## config.mk

```make
export PLATFORM = sky130hd
export DESIGN_NAME = des_round_controller
export DESIGN_NICKNAME = d
export VERILOG_FILES = /design/src/rtl/des_round_controller.sv
export SDC_FILE = /design/constraint.sdc
export NUM_CORES = 1
export LEC_CHECK = 0
export ABC_AREA = 1
export CAP_MARGIN = 20
export CELL_PAD_IN_SITES_DETAIL_PLACEMENT = 1
export CELL_PAD_IN_SITES_GLOBAL_PLACEMENT = 1
export CORE_MARGIN = 2
export CORE_UTILIZATION = 30
export CTS_CLUSTER_SIZE = 25
export DETAILED_ROUTE_END_ITERATION = 8
export HOLD_SLACK_MARGIN = 0.02
export PLACE_DENSITY = 0.88
export SLEW_MARGIN = 20
export SYNTH_ARGS = -nofsm -noshare
export SYNTH_HDL_FRONTEND = slang
export SYNTH_SLANG_ARGS = --single-unit
```

## constraint.sdc

```tcl
create_clock -name Clk -period 3.65 [get_ports Clk]
set_clock_uncertainty 0.1 [all_clocks]
set_input_delay 0.73 -clock Clk [delete_from_list [all_inputs] [get_ports Clk]]
set_output_delay 0.73 -clock Clk [all_outputs]
set_load 0.01 [all_outputs]
```

## src/rtl/des_round_controller.sv

```systemverilog
// DES round sequencer. Holds the L/R halves, runs 16 Feistel rounds against
// an external f-function and drives the key-schedule controls for each round.
//
// Handshakes: an input block transfers on a rising edge where InValid and
// InReady are both high and Abort is low. A result transfers on a rising edge
// where OutValid and OutReady are both high and Abort is low. A producer may
// raise valid without waiting for ready and holds its data while valid is
// high. Abort overrides both transfers.
module des_round_controller (
  input  logic        Clk,
  input  logic        ResetN,
  input  logic        InValid,
  output logic        InReady,
  input  logic [63:0] InBlock,
  input  logic        Decrypt,
  input  logic        Abort,
  output logic [31:0] FRight,
  input  logic [31:0] FResult,
  output logic [3:0]  RoundIdx,
  output logic        KeyLoad,
  output logic [1:0]  KeyShift,
  output logic        KeyDir,
  output logic        OutValid,
  input  logic        OutReady,
  output logic [63:0] OutBlock,
  output logic [1:0]  DbgState
);

  typedef enum logic [1:0] {
    IDLE  = 2'd0,
    ROUND = 2'd1,
    DONE  = 2'd2
  } stateT;

  stateT       state;
  stateT       stateNext;
  logic [31:0] lReg;
  logic [31:0] rReg;
  logic [31:0] lNext;
  logic [31:0] rNext;
  logic [3:0]  roundReg;
  logic [3:0]  roundNext;
  logic        dirReg;
  logic        dirNext;

  // State register plus datapath registers; reset clears everything at once.
  always_ff @(posedge Clk or negedge ResetN) begin
    if (!ResetN) begin
      state    <= IDLE;
      lReg     <= '0;
      rReg     <= '0;
      roundReg <= '0;
      dirReg   <= 1'b0;
    end else begin
      state    <= stateNext;
      lReg     <= lNext;
      rReg     <= rNext;
      roundReg <= roundNext;
      dirReg   <= dirNext;
    end
  end

  // Next-state and datapath update: accept in IDLE, one Feistel step per
  // ROUND cycle, hold in DONE. Abort wins over every other input.
  always_comb begin
    stateNext = state;
    lNext     = lReg;
    rNext     = rReg;
    roundNext = roundReg;
    dirNext   = dirReg;
    KeyLoad   = 1'b0;
    case (state)
      IDLE: begin
        // ResetN gating keeps KeyLoad quiet while reset is held.
        if (InValid && !Abort && ResetN) begin
          lNext     = InBlock[63:32];
          rNext     = InBlock[31:0];
          roundNext = 4'd0;
          dirNext   = Decrypt;
          KeyLoad   = 1'b1;
          stateNext = ROUND;
        end
      end
      ROUND: begin
        if (Abort) begin
          roundNext = 4'd0;
          stateNext = IDLE;
        end else begin
          lNext     = rReg;
          rNext     = lReg ^ FResult;
          // 15 + 1 wraps to 0, so DONE is entered with RoundIdx = 0.
          roundNext = roundReg + 4'd1;
          if (roundReg == 4'd15) begin
            stateNext = DONE;
          end
        end
      end
      DONE: begin
        if (Abort || OutReady) begin
          stateNext = IDLE;
        end
      end
      default: begin
        stateNext = IDLE;
      end
    endcase
  end

  // Key rotation per round. Decrypt starts with no rotation so that the
  // right-rotating schedule yields K16 first, then walks back to K1.
  always_comb begin
    KeyShift = 2'd0;
    if (state == ROUND) begin
      case (roundReg)
        4'd0:                KeyShift = dirReg ? 2'd0 : 2'd1;
        4'd1, 4'd8, 4'd15:   KeyShift = 2'd1;
        default:             KeyShift = 2'd2;
      endcase
    end
  end

  // Plain register views. OutBlock swaps halves to undo the last round's swap.
  assign InReady  = (state == IDLE);
  assign OutValid = (state == DONE);
  assign FRight   = rReg;
  assign OutBlock = {rReg, lReg};
  assign RoundIdx = roundReg;
  assign KeyDir   = dirReg;
  assign DbgState = state;

endmodule

```

Word-level counts from Yosys, hierarchy flattened
Cells that the tools add are included.
Storage, ports and cells
  bits in registers: 71
  input bits: 102
  output and inout bits: 108
  word-level logic and storage cells: 47
Cells by class
  $add $sub $neg: 1
  eq/ne operators: 9
  mux-type cells: 19
  bitwise gates (word level): 1
  reductions and logical operators: 12
Operators with widths (number)
  two-way mux 32 bit: 4
  one-hot mux 32 bit (2 select lines): 2
  bitwise XOR 32 bit: 1
  two-way mux 2 bit: 5
  equality test 4 bit, second input constant: 2
  two-way mux 4 bit: 2
  one-hot mux 4 bit (2 select lines): 1
  one-hot mux 2 bit (3 select lines): 1
  AND reduction 3 bit: 2
  adder 4 x 1 -> 4 bit, second input constant: 1
  equality test 4 x 1 -> 1 bit, second input constant: 1
  logical NOT 4 bit: 1
  != test 2 x 1 -> 1 bit, second input constant: 2
  one-hot mux 2 bit (2 select lines): 1
  AND reduction 2 bit: 2
  two-way mux 1 bit: 3
  != test 3 bit, second input constant: 1
  OR reduction 3 bit: 1
  equality test 2 x 1 -> 1 bit, second input constant: 1
  equality test 2 bit, second input constant: 1
  logical AND 1 bit: 2
  logical NOT 2 bit: 1
  != test 2 bit, second input constant: 1
  nonzero test 2 bit: 1
  2 further kinds: 2

Longest topological paths before layout
Gate-level depths: netlist (run 1).
  word-level depth: 5
  gate-level depth with buffers: 9

Worst setup path before layout (run 1)
Ideal clock, no wire load.
  path kind: register -> output
  start: register state[1], in the netlist DbgState[1]
  end: output KeyShift[1]
  data arrival time: 1228 ps
  setup slack: 1592 ps
  cell stages (with the launch flop): 8
  path through: dfrtp_1 -> inv_1 -> nand2_2 -> inv_2 -> buf_4 -> buf_2 -> o21ai_0 -> nor2_1
On the way
  word-level cells in the longest chain between the ends: 2
RTL lines
  start: declaration: RTL line 35  | stateT state;
  start signal: assignment: RTL line 55  | state <= stateNext;
  equality test 2 x 1 -> 1 bit: RTL line 113  | if (state == ROUND) begin
  two-way mux 2 bit: RTL line 113
  end: declaration: RTL line 21  | output logic [1:0] KeyShift,
Every way passes these cells.

Final worst setup path (run 1)
  start: input InValid
  end: output KeyLoad
On the way
  word-level cells in the longest chain between the ends: 4
RTL lines
  start: declaration: RTL line 12  | input logic InValid,
  logical AND 1 bit (2 in series): RTL line 75  | if (InValid && !Abort && ResetN) begin
  two-way mux 1 bit: RTL line 75
  two-way mux 1 bit: RTL line 72  | case (state)
  end: declaration: RTL line 20  | output logic KeyLoad,
Every way passes these cells.

==> results.py, run 1 <==
metrics = {
    "clocking": {
        "postCtsSetupBuffers": 0,
        "cts_hold_buffers": 0,
        "tritoncts": "done",
        "clkSlewWorstSetupHoldPaths_ns": 0.05,
        "cts_buffers": 9,
        "cts-htree-levels": 3,
        "clkLatencyLatePin_ns": 0.33,
        "root_buffer": "clkbuf_16",
        "post_cts_resize_count": 0,
        "cts.sinks": 71,
        "cts_buffer_depth": 2,
    },
    "route": {
        "routed_via_density": 4.59,
        "num_vias": 4688,
        "drc": 0,
        "first_pass_iters": 5,
        "wl_per_cell_um": 14.3,
        "drt_iter0_markers": 198,
        "wl_mm": 14.6,
        "ant_nets": 0,
    },
    "logic_synthesis": {
        "yosysSeqAreaShare": 0.406,
        "syn_avg_cell_area_sq_um": 6.54,
        "netlist.area_leader.share": 0.406,
        "synth_seq_cells": 71,
        "synthCells": 669,
        "ys_types": 18,
        "ys.warnings.count": 0,
        "synth_area_leaders": "dfrtp_1, nand2_1, nand3_1",
        "synth_area_sq_mm": 0.00437,
        "synth_largest_area_cell": "dfrtp_1",
        "syn_nets": 774,
    },
    "power_and_ir_drop": {
        "total_power_uw": 3340,
        "leakage_uw": 0.00334,
        "power_density_mw_per_mm2": 505,
        "ir_worst_vdd_uv": 229,
    },
    "sta": {
        "period_share": 0.788,
        "fmax_ghz": 0.348,
        "rsz0062_at_grt": "no",
        "drv_slew": 0,
        "tns_ns": 0,
        "period_needed_ns": 2.88,
        "hold_viol_final": 0,
        "slew-limit-headroom": 0.486,
        "final-setup-viol-count": 0,
        "worst_pin_slew_ns": 0.771,
    },
    "grt": {
        "antenna_found_initial": 0,
        "grtUsageTotal": 0.191,
        "overflow": 0,
        "grt_max_degree": 68,
        "grt_pass1_wl_mm": 24.3,
        "grt_pass1_vias": 4858,
    },
    "final_layout": {
        "area_delta_synth_final_pct": 51.4,
        "final_common_cell": "nand2_1",
        "drive_gt1_frac": 0.0323,
        "fin_nets": 939,
        "diodes": 0,
        "final_cell_mix": "nand2_1, clkdlybuf4s50_1, inv_1, nand3_1, dfrtp_1",
    },
    "floorplanning": {
        "die-area_sq_mm": 0.0156,
        "ios": 210,
        "initial_core_util": 0.304,
        "dieHeight_um": 125,
        "core.rowCount": 44,
        "core_sq_mm": 0.0144,
        "die_w_um": 125,
    },
    "worst_setup_path": {
        "critPathCaptureType": "primary output",
        "cp.arrival_ns": 2.05,
        "cp.required_ns": 2.82,
        "cp_max_fo": 2,
        "rrSetupSlack_ns": 0.91,
        "worstSetupPathType": "in2out",
        "worstSetupStartpointType": "input port",
    },
    "worst_hold_path": {
        "holdCritPathClass": "in2async",
    },
    "flow_run": {
        "cap_violations": 0,
    },
    "placed_design": {
        "gp_congestion": 0.764,
        "io_buffers": 209,
        "hpwl_mm": 10.4,
    },
    "status": {
        "status": "complete, no violations",
    },
}
-- critical path, stage by stage --
cell,delay (ns)
clkdlybuf4s50_1,0.48
nand2_1,0.06
nor2_1,0.11
nand2_2,0.06
inv_1,0.07
clkdlybuf4s50_1,0.53
-- worst paths after layout --
check / cells after the start / start / endpoint
max in group asynchronous: 3 / ResetN / lReg[27]
min reg2reg: 2 / KeyDir / KeyDir
max: 6 / InValid / KeyLoad
min: 2 / ResetN / FRight[20]
max reg2reg: 8 / DbgState[1] / lReg[4]
min in group Clk: 2 / KeyDir / KeyDir
-- sequential cells by signal, indices dropped and copies added (netlist names) --
name	cells
lReg	32
KeyDir	1
DbgState	2
RoundIdx	4
FRight	32
-- where the power goes --
| part | leakage, uW | internal, uW | total, uW | switching, uW |
|---|---|---|---|---|
| registers | 0.000893 | 982 | 1180 | 202 |
| clock network | 0.000132 | 489 | 803 | 315 |
| logic | 0.00231 | 752 | 1360 | 604 |
-- per-layer routing --
layer	routed length, um	GRT usage	vias to the layer above
li1	-	-	2329
met2	7050	0.323	114
met4	173	0.0535	0
met1	6690	0.249	2235
met5	0	0	-
met3	694	0.0374	10
-- synth_stat cells, drive strengths merged --
cell type	n
buf	54
clkbuf	9
dfrtp	71
ha	3
inv	73
nand2	338
nand3	72
nand4	1
nor2	8
nor3	1
o21ai	37
or2	1
xor2	1
-- stage by stage --
step / worst slack [ns] / util / hold WS, ns / area (sq um) / std cells
6_report: 0.775 / 0.461 / 0.375 / 6620 / 1021
5_1_grt: 0.651 / 0.461 / 0.413 / 6620 / 1021
4_1_cts: 0.764 / 0.461 / 0.392 / 6620 / 1021
3_5_place_dp: 0.776 / 0.442 / 0.418 / 6350 / 1007
3_3_place_gp: 0.796 / 0.442 / 0.395 / 6350 / 1007
2_1_floorplan: 1.59 / - / 0.334 / 4370 / 669
-- layout make-up --
cell class | instances | area [sq um]
Clock buffer | 13 | 260
Clock inverter | 1 | 5.00
Fill cell | 1804 | 7750
Inverter | 73 | 274
Multi-Input combinational cell | 462 | 1920
Sequential cell | 71 | 1780
Tap cell | 184 | 230
Timing Repair Buffer | 217 | 2150
-- logic make-up (layout without fill, tap and decap cells) --
| kind of cell | after synthesis | after routing | synth area share |
|---|---|---|---|
| adders and majority gates | 3 | 3 | 0.00858 |
| DFF | 71 | 71 | 0.406 |
| AOI/OAI and AO/OA | 37 | 37 | 0.0423 |
| and+or+nand+nor | 421 | 421 | 0.385 |
| xor gates and xnor gates | 1 | 1 | 0.00200 |
| buffers and inverters | 136 | 304 | 0.156 |
(Power assumes the default switching activity.)
==> inputs of run 2 (changes only) <==
--- a/config.mk
+++ b/config.mk
@@ -10,11 +10,11 @@
 export CELL_PAD_IN_SITES_DETAIL_PLACEMENT = 1
 export CELL_PAD_IN_SITES_GLOBAL_PLACEMENT = 1
 export CORE_MARGIN = 2
-export CORE_UTILIZATION = 30
+export CORE_UTILIZATION = 25
 export CTS_CLUSTER_SIZE = 25
 export DETAILED_ROUTE_END_ITERATION = 8
 export HOLD_SLACK_MARGIN = 0.02
-export PLACE_DENSITY = 0.88
+export PLACE_DENSITY = 0.78
 export SLEW_MARGIN = 20
 export SYNTH_ARGS = -nofsm -noshare
 export SYNTH_HDL_FRONTEND = slang
==> constraint.sdc (replaced) <==
create_clock -name Clk -period 2.5 [get_ports Clk]
set_clock_uncertainty 0.1 [all_clocks]
set_input_delay 0.5 -clock Clk [delete_from_list [all_inputs] [get_ports Clk]]
set_output_delay 0.5 -clock Clk [all_outputs]
set_load 0.01 [all_outputs]
==> run 2 against run 1 <==
Combinational power increased by 48%. Critical path depth is 1 higher. Critical path type is now reg2out. Routed wire length rose by 3.1%. Design area up 2.2%. Sequential share of layout area is 0.59 points lower. Largest cell class unchanged. Largest power group unchanged. Register-to-register slack worse by 0.60 ns. Count of clock-buffer cells in the layout fell by 3. Core utilization shrank 6.7 points.
==> results.py, run 2 (same netlist as run 1, synthesis figures left out) <==
metrics = {
    "placed_design": {
        "pre_cts_ws_ns": 0.0878,
        "hpwl_mm": 10.9,
        "gp_congestion": 0.794,
        "io_buffers": 209,
    },
    "grt": {
        "overflow": 0,
        "grt_max_degree": 66,
        "grt_pass1_wl_mm": 24.6,
        "grt_pass1_vias": 4894,
        "antenna_found_initial": 0,
        "grtUsageTotal": 0.168,
    },
    "worst_setup_path": {
        "critPathCaptureType": "primary output",
        "cp.arrival_ns": 1.69,
        "worstSetupStartpointType": "register",
        "worstSetupPathType": "reg2out",
        "cp.required_ns": 1.90,
        "crit_path_top_delay_cell": "dfrtp_1",
        "cp.buffers_inverters": 2,
        "cpPeakStageDelay_ns": 0.40,
        "crit_family": "buffers and inverters",
        "cp_max_fo": 3,
        "crit_chain": "buf_4 -> ha_1 -> nand3_1 -> nand3_1 -> nor2_1 -> nor2_1 -> dlygate4sd2_1",
    },
    "sta": {
        "drv_slew": 0,
        "slew-limit-headroom": 0.489,
        "worst_pin_slew_ns": 0.767,
        "rsz0062_at_grt": "no",
        "tns_ns": 0,
        "fmax_ghz": 0.436,
        "final-setup-viol-count": 0,
        "fin_ws_ns": 0.208,
        "hold_viol_final": 0,
        "period_share": 0.917,
        "period_needed_ns": 2.29,
    },
    "route": {
        "drc": 0,
        "wl_mm": 15.1,
        "routed_via_density": 4.45,
        "drt_iter0_markers": 111,
        "num_vias": 4756,
        "first_pass_iters": 4,
        "ant_nets": 0,
        "wl_per_cell_um": 14.1,
    },
    "final_layout": {
        "drive_gt1_frac": 0.0427,
        "final_core_util": 0.394,
        "fin_nets": 944,
        "final_cell_mix": "nand2_1, clkdlybuf4s50_1, inv_1, nand3_1, dfrtp_1",
        "final_common_cell": "nand2_1",
        "diodes": 0,
        "area_delta_synth_final_pct": 54.7,
    },
    "clocking": {
        "tritoncts": "done",
        "cts-htree-levels": 3,
        "cts_buffers": 9,
        "clkSlewWorstSetupHoldPaths_ns": 0.06,
        "cts_buffer_depth": 2,
        "cts_hold_buffers": 0,
        "clkLatencyLatePin_ns": 0.33,
        "cts.sinks": 71,
        "root_buffer": "clkbuf_16",
    },
    "power_and_ir_drop": {
        "leakage_uw": 0.00341,
        "ir_worst_vdd_uv": 306,
        "power_density_mw_per_mm2": 742,
    },
    "floorplanning": {
        "core.rowCount": 48,
        "initial_core_util": 0.255,
        "ios": 210,
        "die_w_um": 136,
        "die-area_sq_mm": 0.0186,
        "core_sq_mm": 0.0172,
        "dieHeight_um": 136,
    },
    "status": {
        "status": "complete, no violations",
    },
    "worst_hold_path": {
        "holdCritPathClass": "in2async",
    },
    "flow_run": {
        "cap_violations": 0,
    },
}
==> run 2: report_power, final <==
part           switching [uW]  internal [uW]
registers                 290           1430
clock network             497            794
logic                     895           1110
total                    1680           3340
==> run 2: worst paths after layout <==
check	startpoint	end	slack, ns	depth (start not counted)
worst max-delay path	RoundIdx[0]	KeyShift[0]	0.21	7
worst min-delay path	ResetN	RoundIdx[3]	0.09	2
worst max register to register	DbgState[1]	lReg[3]	0.31	8
worst min register to register	KeyDir	KeyDir	0.43	2
max in group asynchronous	ResetN	lReg[4]	1.24	3
min in group Clk	KeyDir	KeyDir	0.43	2
==> run 2: per-stage QoR <==
step | hold slack [ns] | std cells | area (sq um) | total power, uW
2_1_floorplan | 0.104 | 669 | 4370 | 2680
6_report | 0.0925 | 1069 | 6770 | 5020
3_5_place_dp | 0.425 | 1051 | 6450 | 3770
4_1_cts | 0.0987 | 1069 | 6760 | 5110
3_3_place_gp | 0.404 | 1051 | 6450 | 3710
5_1_grt | 0.105 | 1069 | 6770 | 5370
==> run 2: layer usage <==
metal	share of wire	global-route usage	vias up
met5	0	0	-
met4	0.014	0.0561	0
met3	0.045	0.0283	13
met2	0.50	0.299	115
met1	0.44	0.205	2280
li1	-	-	2348
==> run 2: layout make-up <==
cell class / instances / area (sq um)
multi-input cells: 462 / 1920
inverters: 73 / 274
well taps: 225 / 282
clock inverters: 6 / 60.1
flip-flops and latches: 71 / 1780
clock buffers: 10 / 239
repair buffers: 222 / 2210
fillers: 2169 / 10400
==> run 2: timing repair <==
action | CTS | global route
buffers inserted | 2 | 0
gates resized for setup | 2 | 1
endpoints found under the setup margin | 2 | 1
==> inputs of run 3 (changes only) <==
--- a/config.mk
+++ b/config.mk
@@ -15,6 +15,7 @@
 export DETAILED_ROUTE_END_ITERATION = 8
 export HOLD_SLACK_MARGIN = 0.02
 export PLACE_DENSITY = 0.78
+export REMOVE_ABC_BUFFERS = 1
 export SLEW_MARGIN = 20
 export SYNTH_ARGS = -nofsm -noshare
 export SYNTH_HDL_FRONTEND = slang
==> run 3 against run 2 <==
Total power is 0.67% lower. Critical path type unchanged. Core utilization hardly changed. Combinational power hardly changed. Sequential power hardly changed. Clock power hardly changed. Design area hardly changed. Critical path depth stayed put. Via count is 1.5% lower. Highest routed layer unchanged. Final cell count stayed put. Flip-flop and latch count stayed put.
==> results.py, run 3 (same netlist as run 1, synthesis figures left out) <==
metrics = {
    "worst_setup_path": {
        "worstSetupStartpointType": "register",
        "reg2reg_depth": 9,
        "rrSetupSlack_ns": 0.31,
        "crit_chain": "inv_1 -> ha_1 -> nand2_1 -> nor3_1 -> nor2_1 -> nor2_1 -> dlygate4sd2_1",
        "cp.buffers_inverters": 2,
        "cp.required_ns": 1.90,
        "cp-startpoint": "RoundIdx[0]",
        "worstSetupPathType": "reg2out",
        "cp_max_fo": 4,
        "cpPeakStageDelay_ns": 0.42,
        "cpMostUsedCell": "nor2_1",
        "crit_family": "flip-flops",
        "reg2reg_to": "lReg[19]",
        "critPathCaptureType": "primary output",
        "crit_path_top_delay_cell": "dfrtp_1",
        "cp.arrival_ns": 1.71,
        "r2r-start": "DbgState[1]",
    },
    "grt": {
        "grtUsageTotal": 0.163,
        "grt_max_degree": 66,
        "overflow": 0,
        "grt_pass1_vias": 4748,
        "antenna_found_initial": 0,
        "grt_pass1_wl_mm": 23.8,
    },
    "worst_hold_path": {
        "holdCritPathClass": "in2async",
    },
    "power_and_ir_drop": {
        "ir_worst_vdd_uv": 290,
        "power_density_mw_per_mm2": 738,
        "leakage_uw": 0.00341,
    },
    "sta": {
        "rsz0062_at_grt": "no",
        "worst_pin_slew_ns": 0.760,
        "drv_slew": 0,
        "tns_ns": 0,
        "hold_viol_final": 0,
        "slew-limit-headroom": 0.493,
        "final-setup-viol-count": 0,
        "fin_ws_ns": 0.195,
        "fmax_ghz": 0.434,
        "period_share": 0.922,
        "period_needed_ns": 2.31,
    },
    "floorplanning": {
        "ios": 210,
        "die-area_sq_mm": 0.0186,
        "core_sq_mm": 0.0172,
        "die_w_um": 136,
        "dieHeight_um": 136,
        "initial_core_util": 0.255,
        "core.rowCount": 48,
    },
    "final_layout": {
        "drive_gt1_frac": 0.0415,
        "stdcell_count": 1069,
        "area_delta_synth_final_pct": 54.6,
        "fillCellCount": 2163,
        "diodes": 0,
        "fin_nets": 944,
        "final_common_cell": "nand2_1",
        "final_cell_mix": "nand2_1, clkdlybuf4s50_1, inv_1, nand3_1, dfrtp_1",
        "finalInstanceArea_sq_mm": 0.00676,
    },
    "clocking": {
        "clkLatencyLatePin_ns": 0.33,
        "cts_buffer_depth": 2,
        "root_buffer": "clkbuf_16",
        "clkSlewWorstSetupHoldPaths_ns": 0.06,
        "cts.sinks": 71,
        "cts_buffers": 9,
        "cts_hold_buffers": 0,
        "tritoncts": "done",
        "cts-htree-levels": 3,
    },
    "route": {
        "wl_mm": 14.9,
        "num_vias": 4683,
        "routed_via_density": 4.38,
        "ant_nets": 0,
        "first_pass_iters": 4,
        "drt_iter0_markers": 109,
        "wl_per_cell_um": 13.9,
        "drc": 0,
    },
    "status": {
        "status": "complete, no violations",
    },
    "placed_design": {
        "pre_cts_ws_ns": 0.0966,
        "dp_cells": 1052,
        "place_area_sq_mm": 0.00646,
        "gp_congestion": 0.796,
        "hpwl_mm": 10.8,
        "io_buffers": 209,
    },
    "flow_run": {
        "cap_violations": 0,
    },
}
[run 3: cell count changes in the layout (fill, tap and decap cells not counted)]
cell	before	now
clkbuf_1	0	2
clkinvlp_4	2	0
nor2_1	8	7
nor2_2	0	1
[run 3: metal layers]
| metal | track usage | routed length [um] | vias up | share of wire |
|---|---|---|---|---|
| met4 | 0.0486 | 215 | 0 | 0.014 |
| met2 | 0.288 | 7390 | 113 | 0.50 |
| li1 | - | - | 2339 | - |
| met1 | 0.201 | 6540 | 2217 | 0.44 |
| met5 | 0 | 0 | - | 0 |
| met3 | 0.0298 | 724 | 14 | 0.049 |
[run 3: what timing repair did]
item                                   CTS  global route
resized for setup                        2             2
endpoints found under the hold margin    0             0
setup endpoints to repair                2             1
buffers inserted                         1             0
pin swaps                                0             0
[run 3: per-stage QoR]
step,util,hold slack (ns),total power (uW)
final,0.394,0.153,4990
after floorplan,-,0.104,2460
after CTS,0.393,0.171,5090
after detailed placement,0.376,0.404,3770
after global routing,0.394,0.196,5350
after global placement,0.376,0.402,3710
[run 3: how the worst max path moves through the flow]
stage / end / slack (ns) / cells after the start
2_1_floorplan: lReg[10] / -1.06 / 6
3_3_place_gp: KeyLoad / 0.09 / 6
3_5_place_dp: KeyLoad / 0.1 / 6
4_1_cts: KeyLoad / 0.08 / 6
5_1_grt: lReg[1] / 0.07 / 9
6_report: KeyShift[0] / 0.19 / 7
[run 3: area by class of cell]
type                            instances  area [sq um]  area share
Timing Repair Buffer                  222          2210       0.327
Multi-Input combinational cell        462          1930       0.285
Sequential cell                        71          1780       0.263
Tap cell                              225           282      0.0416
Inverter                               73           274      0.0405
Clock buffer                           12           246      0.0365
Clock inverter                          4          45.0     0.00666
[run 3: report_power, final]
group / internal, uW / switching [uW]
clock: 795 / 476
combinational: 1110 / 885
sequential: 1430 / 287
total: 3340 / 1650
[run 3: worst reg2reg max path: cells and delay by family (launching register included)]
family	cells	cell delay, ns
buf+inv	4	0.97
simple gates	4	0.57
flops	1	0.39
compound gates	1	0.08
